===== config.mk =====
export PLATFORM = sky130hd
export DESIGN_NAME = register_file_flat
export DESIGN_NICKNAME = d
export VERILOG_FILES = /design/src/rtl/register_file_if.sv /design/src/rtl/register_file.sv /design/src/flat_wrapper.sv
export SDC_FILE = /design/constraint.sdc
export NUM_CORES = 2
export LEC_CHECK = 0
export CORE_MARGIN = 1.5
export CORE_UTILIZATION = 52
export CTS_CLUSTER_DIAMETER = 200
export DETAILED_ROUTE_END_ITERATION = 7
export PLACE_DENSITY_LB_ADDON = 0.25
export SLEW_MARGIN = 25
export SYNTH_ARGS = -nofsm -noshare
export SYNTH_HDL_FRONTEND = slang
export SYNTH_SLANG_ARGS = --single-unit

===== constraint.sdc =====
create_clock -name clk_in -period 8.85 [get_ports clk_in]
set_clock_uncertainty 0.2 [all_clocks]
set_input_delay 1.77 -clock clk_in [delete_from_list [all_inputs] [get_ports clk_in]]
set_output_delay 1.77 -clock clk_in [all_outputs]
set_load 0.01 [all_outputs]

===== src/rtl/register_file_if.sv =====
// Bundles the decoder lookup, issue-rename and ROB-commit signals around the
// architectural register file; slave is the register file side.
interface register_file_if #(
    parameter int REG_INDEX_WIDTH = 5,
    parameter int ROB_INDEX_WIDTH = 4,
    parameter int DATA_WIDTH      = 32
);
    logic                       rdy_in;
    logic                       clr_in;

    logic [REG_INDEX_WIDTH-1:0] dc_rs1_index;
    logic [REG_INDEX_WIDTH-1:0] dc_rs2_index;
    logic [DATA_WIDTH-1:0]      reg_to_dc_rs1_val;
    logic                       reg_to_dc_rs1_busy;
    logic [ROB_INDEX_WIDTH-1:0] reg_to_dc_rs1_tag;
    logic [DATA_WIDTH-1:0]      reg_to_dc_rs2_val;
    logic                       reg_to_dc_rs2_busy;
    logic [ROB_INDEX_WIDTH-1:0] reg_to_dc_rs2_tag;

    logic                       issue_ready;
    logic [REG_INDEX_WIDTH-1:0] issue_rd;
    logic [ROB_INDEX_WIDTH-1:0] issue_rob_index;

    logic                       rob_to_reg_commit;
    logic [REG_INDEX_WIDTH-1:0] rob_to_reg_index;
    logic [ROB_INDEX_WIDTH-1:0] rob_to_reg_rob_index;
    logic [DATA_WIDTH-1:0]      rob_to_reg_val;

    modport slave (
        input  rdy_in, clr_in,
        input  dc_rs1_index, dc_rs2_index,
        output reg_to_dc_rs1_val, reg_to_dc_rs1_busy, reg_to_dc_rs1_tag,
        output reg_to_dc_rs2_val, reg_to_dc_rs2_busy, reg_to_dc_rs2_tag,
        input  issue_ready, issue_rd, issue_rob_index,
        input  rob_to_reg_commit, rob_to_reg_index, rob_to_reg_rob_index, rob_to_reg_val
    );

    modport master (
        output rdy_in, clr_in,
        output dc_rs1_index, dc_rs2_index,
        input  reg_to_dc_rs1_val, reg_to_dc_rs1_busy, reg_to_dc_rs1_tag,
        input  reg_to_dc_rs2_val, reg_to_dc_rs2_busy, reg_to_dc_rs2_tag,
        output issue_ready, issue_rd, issue_rob_index,
        output rob_to_reg_commit, rob_to_reg_index, rob_to_reg_rob_index, rob_to_reg_val
    );
endinterface


===== src/rtl/register_file.sv =====
// Architectural register file with per-register busy bit and producer ROB tag;
// zero-latency operand lookup with commit bypass, rename at issue, flush on clr_in.
module register_file #(
    parameter int REG_NUM         = 32,
    parameter int REG_INDEX_WIDTH = 5,
    parameter int ROB_INDEX_WIDTH = 4,
    parameter int DATA_WIDTH      = 32
) (
    input  logic             clk_in,
    input  logic             rst_in,
    register_file_if.slave   rf
);

    typedef struct packed {
        logic [DATA_WIDTH-1:0]      val;
        logic                       busy;
        logic [ROB_INDEX_WIDTH-1:0] tag;
    } lookup_t;

    logic [DATA_WIDTH-1:0]      val_q  [REG_NUM];
    logic [DATA_WIDTH-1:0]      val_d  [REG_NUM];
    logic [REG_NUM-1:0]         busy_q;
    logic [REG_NUM-1:0]         busy_d;
    logic [ROB_INDEX_WIDTH-1:0] tag_q  [REG_NUM];
    logic [ROB_INDEX_WIDTH-1:0] tag_d  [REG_NUM];

    lookup_t lk1;
    lookup_t lk2;

    // Bypass only when the committing entry is the register's current producer,
    // so a stale commit never hides a younger outstanding rename.
    function automatic lookup_t lookup(
        input logic [REG_INDEX_WIDTH-1:0] rs,
        input logic                       commit,
        input logic [REG_INDEX_WIDTH-1:0] commit_rd,
        input logic [ROB_INDEX_WIDTH-1:0] commit_tag,
        input logic [DATA_WIDTH-1:0]      commit_val
    );
        lookup_t r;
        r.val  = '0;
        r.busy = 1'b0;
        r.tag  = '0;
        if (rs != '0) begin
            if (commit && commit_rd == rs && busy_q[rs] && tag_q[rs] == commit_tag) begin
                r.val  = commit_val;
                r.busy = 1'b0;
                r.tag  = tag_q[rs];
            end else begin
                r.val  = val_q[rs];
                r.busy = busy_q[rs];
                r.tag  = tag_q[rs];
            end
        end
        return r;
    endfunction

    always_comb begin
        lk1 = lookup(rf.dc_rs1_index, rf.rob_to_reg_commit, rf.rob_to_reg_index,
                     rf.rob_to_reg_rob_index, rf.rob_to_reg_val);
        lk2 = lookup(rf.dc_rs2_index, rf.rob_to_reg_commit, rf.rob_to_reg_index,
                     rf.rob_to_reg_rob_index, rf.rob_to_reg_val);
    end

    assign rf.reg_to_dc_rs1_val  = lk1.val;
    assign rf.reg_to_dc_rs1_busy = lk1.busy;
    assign rf.reg_to_dc_rs1_tag  = lk1.tag;
    assign rf.reg_to_dc_rs2_val  = lk2.val;
    assign rf.reg_to_dc_rs2_busy = lk2.busy;
    assign rf.reg_to_dc_rs2_tag  = lk2.tag;

    // Commit first, then flush or rename, so a same-register rename wins busy/tag.
    always_comb begin
        val_d  = val_q;
        busy_d = busy_q;
        tag_d  = tag_q;
        if (rf.rdy_in) begin
            if (rf.rob_to_reg_commit && rf.rob_to_reg_index != '0) begin
                val_d[rf.rob_to_reg_index] = rf.rob_to_reg_val;
                if (tag_q[rf.rob_to_reg_index] == rf.rob_to_reg_rob_index)
                    busy_d[rf.rob_to_reg_index] = 1'b0;
            end
            if (rf.clr_in) begin
                busy_d = '0;
            end else if (rf.issue_ready && rf.issue_rd != '0) begin
                busy_d[rf.issue_rd] = 1'b1;
                tag_d[rf.issue_rd]  = rf.issue_rob_index;
            end
        end
    end

    always_ff @(posedge clk_in or negedge rst_in) begin
        if (!rst_in) begin
            for (int i = 0; i < REG_NUM; i++) begin
                val_q[i] <= '0;
                tag_q[i] <= '0;
            end
            busy_q <= '0;
        end else begin
            val_q  <= val_d;
            busy_q <= busy_d;
            tag_q  <= tag_d;
        end
    end

endmodule

===== src/flat_wrapper.sv =====
// flat-port wrapper written by rule: the top's interface ports become plain ports
module register_file_flat 
#(
    parameter int REG_NUM         = 32,
    parameter int REG_INDEX_WIDTH = 5,
    parameter int ROB_INDEX_WIDTH = 4,
    parameter int DATA_WIDTH      = 32
)
  (clk_in, rst_in, rf_rdy_in, rf_clr_in, rf_dc_rs1_index, rf_dc_rs2_index, rf_reg_to_dc_rs1_val, rf_reg_to_dc_rs1_busy, rf_reg_to_dc_rs1_tag, rf_reg_to_dc_rs2_val, rf_reg_to_dc_rs2_busy, rf_reg_to_dc_rs2_tag, rf_issue_ready, rf_issue_rd, rf_issue_rob_index, rf_rob_to_reg_commit, rf_rob_to_reg_index, rf_rob_to_reg_rob_index, rf_rob_to_reg_val);
  register_file_if #(.REG_INDEX_WIDTH(REG_INDEX_WIDTH), .ROB_INDEX_WIDTH(ROB_INDEX_WIDTH), .DATA_WIDTH(DATA_WIDTH)) rf_i ();
  input  logic clk_in;
  input  logic rst_in;
  input wire logic [$bits(rf_i.rdy_in)-1:0] rf_rdy_in;
  input wire logic [$bits(rf_i.clr_in)-1:0] rf_clr_in;
  input wire logic [$bits(rf_i.dc_rs1_index)-1:0] rf_dc_rs1_index;
  input wire logic [$bits(rf_i.dc_rs2_index)-1:0] rf_dc_rs2_index;
  output wire logic [$bits(rf_i.reg_to_dc_rs1_val)-1:0] rf_reg_to_dc_rs1_val;
  output wire logic [$bits(rf_i.reg_to_dc_rs1_busy)-1:0] rf_reg_to_dc_rs1_busy;
  output wire logic [$bits(rf_i.reg_to_dc_rs1_tag)-1:0] rf_reg_to_dc_rs1_tag;
  output wire logic [$bits(rf_i.reg_to_dc_rs2_val)-1:0] rf_reg_to_dc_rs2_val;
  output wire logic [$bits(rf_i.reg_to_dc_rs2_busy)-1:0] rf_reg_to_dc_rs2_busy;
  output wire logic [$bits(rf_i.reg_to_dc_rs2_tag)-1:0] rf_reg_to_dc_rs2_tag;
  input wire logic [$bits(rf_i.issue_ready)-1:0] rf_issue_ready;
  input wire logic [$bits(rf_i.issue_rd)-1:0] rf_issue_rd;
  input wire logic [$bits(rf_i.issue_rob_index)-1:0] rf_issue_rob_index;
  input wire logic [$bits(rf_i.rob_to_reg_commit)-1:0] rf_rob_to_reg_commit;
  input wire logic [$bits(rf_i.rob_to_reg_index)-1:0] rf_rob_to_reg_index;
  input wire logic [$bits(rf_i.rob_to_reg_rob_index)-1:0] rf_rob_to_reg_rob_index;
  input wire logic [$bits(rf_i.rob_to_reg_val)-1:0] rf_rob_to_reg_val;
  assign rf_i.rdy_in = rf_rdy_in;
  assign rf_i.clr_in = rf_clr_in;
  assign rf_i.dc_rs1_index = rf_dc_rs1_index;
  assign rf_i.dc_rs2_index = rf_dc_rs2_index;
  assign rf_reg_to_dc_rs1_val = rf_i.reg_to_dc_rs1_val;
  assign rf_reg_to_dc_rs1_busy = rf_i.reg_to_dc_rs1_busy;
  assign rf_reg_to_dc_rs1_tag = rf_i.reg_to_dc_rs1_tag;
  assign rf_reg_to_dc_rs2_val = rf_i.reg_to_dc_rs2_val;
  assign rf_reg_to_dc_rs2_busy = rf_i.reg_to_dc_rs2_busy;
  assign rf_reg_to_dc_rs2_tag = rf_i.reg_to_dc_rs2_tag;
  assign rf_i.issue_ready = rf_issue_ready;
  assign rf_i.issue_rd = rf_issue_rd;
  assign rf_i.issue_rob_index = rf_issue_rob_index;
  assign rf_i.rob_to_reg_commit = rf_rob_to_reg_commit;
  assign rf_i.rob_to_reg_index = rf_rob_to_reg_index;
  assign rf_i.rob_to_reg_rob_index = rf_rob_to_reg_rob_index;
  assign rf_i.rob_to_reg_val = rf_rob_to_reg_val;
  register_file #(.REG_NUM(REG_NUM), .REG_INDEX_WIDTH(REG_INDEX_WIDTH), .ROB_INDEX_WIDTH(ROB_INDEX_WIDTH), .DATA_WIDTH(DATA_WIDTH)) u_core (.clk_in(clk_in), .rst_in(rst_in), .rf(rf_i));
endmodule

* Word level (Yosys, flattened, before mapping) *
Cells that the tools add are included.

cells by class
  reduce and logical (&&, ||, !) cells = 18
  magnitude comparators = 12
  equality and inequality tests = 5
  bitwise gates (word level) = 8
  multiplexer cells = 38

operator list
  operator                                                            number
  bitwise mux 1024 bit                                                1
  binary-select mux 32 bit (select 5 bit)                             2
  2-to-1 mux 32 bit                                                   10
  demux 32 bit (select 5 bit)                                         1
  2-to-1 mux 37 bit                                                   4
  bitwise mux 128 bit                                                 1
  binary-select mux 4 bit (select 5 bit)                              3
  AND 32 bit                                                          1
  inverter 32 bit                                                     1
  bitwise OR 32 bit                                                   1
  2-to-1 mux 4 bit                                                    7
  greater-or-equal comparator 6 bit (second input constant)           4
  < comparator 5 x 6 -> 1 bit (second input constant)                 4
  inverter 5 -> 6 bit                                                 4
  demux 4 bit (select 5 bit)                                          1
  nonzero test 5 bit                                                  4
  equality test 4 bit                                                 3
  logical AND 1 bit                                                   12
  < comparator 6 x 1 -> 1 bit (second input constant)                 2
  binary-select mux 1 bit (select 5 bit)                              2
  demux 1 bit (select 5 bit)                                          2
  equality test 5 bit                                                 2
  greater-or-equal comparator 5 x 1 -> 1 bit (second input constant)  2
  2-to-1 mux 1 bit                                                    4
  other kinds (3)                                                     3

word-level totals
  bits in registers = 1184
  input bits = 66
  logic and storage cells = 146

* Logic depth before layout (Yosys ltp) *
  depth after elaboration = 12
  mapped depth = 13

* Worst setup path before layout *
No wires, ideal clock.

  kind = input port to output port
  from = input port rf_dc_rs2_index[2]
  to = output port rf_reg_to_dc_rs2_val[10]
  data arrival time = 4.436 ns
  cell stages on the path = 9
  path buffers = 3
  path slack = 2.444 ns
  path through = clkbuf_1 > clkbuf_1 > mux4_2 > mux4_2 > mux2i_4 > xnor2_1 > nor4_4 > buf_6 > mux2i_1

between the ends
  longest elaborated chain between the ends = 8
  elaborated cells on any way between the ends = 17
  classes of those cells = 2 x eq/ne; 10 x mux; 1 x bitwise; 4 x reduce/logical

RTL lines
  element                                               line                                      text
  start: declaration                                    flat_wrapper.sv:16                        input wire logic [$bits(rf_i.dc_rs2_index)-1:0] rf_dc_rs2_index;
  inverter 5 -> 6 bit (not written as such)             register_file.sv:44, register_file.sv:49
  binary-select mux 4 bit (select 5 bit)                register_file.sv:44                       if (commit && commit_rd == rs && busy_q[rs] && tag_q[rs] == commit_tag) begin
  2-to-1 mux 4 bit (not written as such) (2 in series)  register_file.sv:44
  equality test 4 bit                                   register_file.sv:44
  logical AND 1 bit                                     register_file.sv:44
  2-to-1 mux 37 bit                                     register_file.sv:44
  2-to-1 mux 37 bit (*)                                 register_file.sv:43                       if (rs != '0) begin
  end: declaration                                      flat_wrapper.sv:20                        output wire logic [$bits(rf_i.reg_to_dc_rs2_val)-1:0] rf_reg_to_dc_rs2_val;

Every way passes the cells marked *; elsewhere a longest branch is shown, timed or not. The select of a mux whose other input is x is not followed.

* Worst setup path in the final report *
  from = input port rf_dc_rs1_index[1]
  to = output port rf_reg_to_dc_rs1_val[29]

between the ends
  longest elaborated chain between the ends = 8
  elaborated cells on any way between the ends = 17
  classes of those cells = 2 x eq/ne; 10 x mux; 1 x bitwise; 4 x reduce/logical

RTL lines
  element                                               line                                      text
  start: declaration                                    flat_wrapper.sv:15                        input wire logic [$bits(rf_i.dc_rs1_index)-1:0] rf_dc_rs1_index;
  inverter 5 -> 6 bit (not written as such)             register_file.sv:44, register_file.sv:49
  binary-select mux 4 bit (select 5 bit)                register_file.sv:44
  2-to-1 mux 4 bit (not written as such) (2 in series)  register_file.sv:44
  equality test 4 bit                                   register_file.sv:44
  logical AND 1 bit                                     register_file.sv:44
  2-to-1 mux 37 bit                                     register_file.sv:44
  2-to-1 mux 37 bit (*)                                 register_file.sv:43
  end: declaration                                      flat_wrapper.sv:17                        output wire logic [$bits(rf_i.reg_to_dc_rs1_val)-1:0] rf_reg_to_dc_rs1_val;

Marked as above.

==> results.cfg <==
[run_status]
status = finished clean

[pwr]
power_mw = 14.9
pwr-share-comb_pct = 17.0
net-switching-power_mw = 3.84
seqPwrFrac_pct = 43.9
p_int_mw = 11.1
ir_drop_v = 0.000214
p_clk_share_pct = 39.1
swShare_pct = 25.7
leakage_nw = 31.8
powerDensity_mw_per_mm2 = 206

[cts]
path_clk_slew_ps = 60
numCtsBuffers = 135
clock-sinks = 1184
postCtsSetupBuffers = 0
clk_latency_ps = 760
cts-resized-gates = 0
tritoncts = done
hold_buffers = 0
clockBufferDepth = 3
cts-htree-levels = 4
cts_root_buf = clkbuf_16

[synthesis]
yosysMostFrequentCell = dfrtp_1
synthArstFlopShare_pct = 100
synth.largest_area_cell = dfrtp_1
synthTopCellsByArea = dfrtp_1 45%, mux4_2 25%, mux2_2 20%, clkbuf_1 2.0%, nand2_1 1.7%
synth_seq_area_share_pct = 45.4
synth.area.mux_share_pct = 47.2
synthAdderAreaFrac_pct = 0
synth_top_cell_area_share_pct = 45.4
yosys_warnings = 0
synth_top_family_by_area = multiplexers
synth_seq_cells = 1184
synth_cell_types = 59
synth-compound-area-share_pct = 1.17
synth_area_mm2 = 0.0653
synthFlopType = dfrtp_1
avgSynthCellArea_um2 = 15.4
synth_cells = 4233
synth_simple_gate_area_share_pct = 3.03
synth_xor_area_share_pct = 0.255
synth_common_cells = 1184 x dfrtp_1, 1154 x mux2_2, 733 x mux4_2, 353 x clkbuf_1, 297 x nand2_1
synth_edf_count = 0
syn-num-nets = 4299

[critical_path]
rr_startpoint = u_core.tag_q[114]
slowest_delay_ps = 920
required_ps = 6880
r2r_slack_ps = 6020
worstPathArrival_ps = 5850
crit_chain = buf_8 -> buf_4 -> buf_4 -> mux4_2 -> mux4_2 -> mux2_2 -> nand2_1 -> mux2i_1 -> clkdlybuf4s50_1
crit_type = input port to output pin
cp-end-kind = output pin
start_kind = input port
r2r-end = u_core.busy_q[9]
worst_path_max_delay_cell = buf_4
ff2ff_path_depth = 8
crit_fanout = 65

[drt]
first_pass_iters = 7
ant_nets = 0
wl_per_cell_um = 32.1
drtIter0Drc = 4332
viasPerCell = 6.91
routed_wl_um = 189000
vias = 40600
post-route-drc-count = 0

[floorplan]
start_util_pct = 52.6
die_w_um = 357
num_rows = 129
die-area_mm2 = 0.128
die_h_um = 357
ios = 140
core_mm2 = 0.124

[hold_path]
hp-start = u_core.val_q[1001]
min_delay_worst_endpoint = u_core.val_q[1001]
hold_depth = 0
min_path_type = flip-flop to flip-flop

[global_route]
grt_pass1_wl_um = 283000
grt_use_total_pct = 30.3
grt_max_degree = 171
antenna_found_initial = 2
grt_overflow = 0
grt_pass1_vias = 41200

[placed_design]
place_congestion = 0.892
dp.cells = 5635
port_buffers = 139
dp_hpwl_um = 106000

[final_layout]
fin_nets = 4203
final_cells = 5879
syn2layout_area_growth_pct = 11.2
antennaDiodeCount = 0
drive_above_1_share_pct = 53.7

[sta]
grt_setup_unrepaired = false
worstMarginPinSlew_ps = 1180
final.period_utilization_pct = 88.3
setup_viol = 0
max_slew_margin_pct = 21.1
hold_viol = 0
holdWs_ps = 196
clock.fmax_ghz = 0.128
drv_slew = 0
tns_ps = 0
layout_min_cycle_time_ps = 7820

[run]
maxCapViolations = 0
[stage by stage]
step	cell area, um2	setup slack [ps]	utilization, %
floorplan	65300	2440	-
global placement	67900	1040	54.7
detailed placement	67900	1040	54.7
CTS	72500	1040	58.4
global route	72600	804	58.5
finish	72600	1030	58.5
[state kept, by name, indices dropped and copies added (netlist names)]
signal,count
u_core.val_q,1024
u_core.tag_q,128
u_core.busy_q,32
[metal layers]
layer | wire length [um] | GRT usage [%] | up-vias | share of wire, %
met5 | 17 | 0 | - | 0.0090
met4 | 5290 | 8.42 | 2 | 2.8
met3 | 14900 | 5.80 | 328 | 7.9
met2 | 89100 | 46.9 | 1846 | 47
met1 | 79300 | 44.1 | 22200 | 42
li1 | - | - | 16200 | -
[power by group through the flow]
stage / Clock [mW] / Sequential (mW) / Combinational (mW)
2_1_floorplan: 0 / 6.47 / 1.87
3_3_place_gp: 0 / 6.59 / 2.51
3_5_place_dp: 0 / 6.64 / 2.55
4_1_cts: 5.93 / 6.54 / 2.56
5_1_grt: 6.14 / 6.65 / 2.72
6_report: 5.84 / 6.56 / 2.54
[cell usage in the layout (no fill, tap or decap), drive strengths merged, types with 5 or more instances in the layout]
cell | synthesis | routed
dfrtp | 1184 | 1184
mux2 | 1154 | 1154
mux4 | 743 | 743
nand2 | 297 | 297
clkbuf | 353 | 197
buf | 117 | 132
clkdlybuf4s50 | 0 | 105
mux2i | 102 | 102
nor2 | 54 | 54
a22oi | 29 | 29
clkinv | 1 | 25
o311ai | 24 | 24
nand3 | 18 | 18
bufinv | 0 | 12
nand4 | 11 | 11
xnor2 | 11 | 11
a21oi | 11 | 11
inv | 6 | 11
nor3 | 8 | 8
nor2b | 8 | 8
xor2 | 8 | 8
nor4 | 8 | 8
o21ai | 7 | 7
o211ai | 7 | 7
and3b | 7 | 7
nand2b | 6 | 6
or2 | 5 | 5
and3 | 5 | 5
a31oi | 5 | 5
nor3b | 5 | 5
or3 | 5 | 5
and2 | 5 | 5
[critical path: cells and delay by family]
kind	cells	cell delay, ps
buffers and inverters	4	2500
and+or+nand+nor	1	190
muxes	4	1270
[logic make-up (layout without fill, tap and decap cells)]
logic type      after synthesis  count (layout)
mux                        1999            1999
flops                      1184            1184
buf+inv                     477             486
simple gates                452             452
compound gates              102             102
xor+xnor                     19              19
[how the worst max path moves through the flow]
stage / start / to / slack, ps / depth (start not counted)
6_report: rf_dc_rs1_index[1] / rf_reg_to_dc_rs1_val[29] / 1030 / 9
3_3_place_gp: rf_dc_rs1_index[1] / rf_reg_to_dc_rs1_val[29] / 1040 / 9
2_1_floorplan: rf_dc_rs2_index[2] / rf_reg_to_dc_rs2_val[10] / 2440 / 9
3_5_place_dp: rf_dc_rs1_index[1] / rf_reg_to_dc_rs1_val[29] / 1040 / 9
5_1_grt: rf_dc_rs1_index[1] / rf_reg_to_dc_rs1_val[8] / 800 / 10
4_1_cts: rf_dc_rs1_index[1] / rf_reg_to_dc_rs1_val[29] / 1040 / 9
[cell type report]
class	count	area, um2
timing repair buffer	237	2240
multi-input combinational	2572	34000
tap	1637	2050
clock inverter	45	611
inverter	7	32.5
clock buffer	197	4030
sequential	1184	29600
fill	9512	51600
Note: power is estimated with default switching activity, not from simulation.
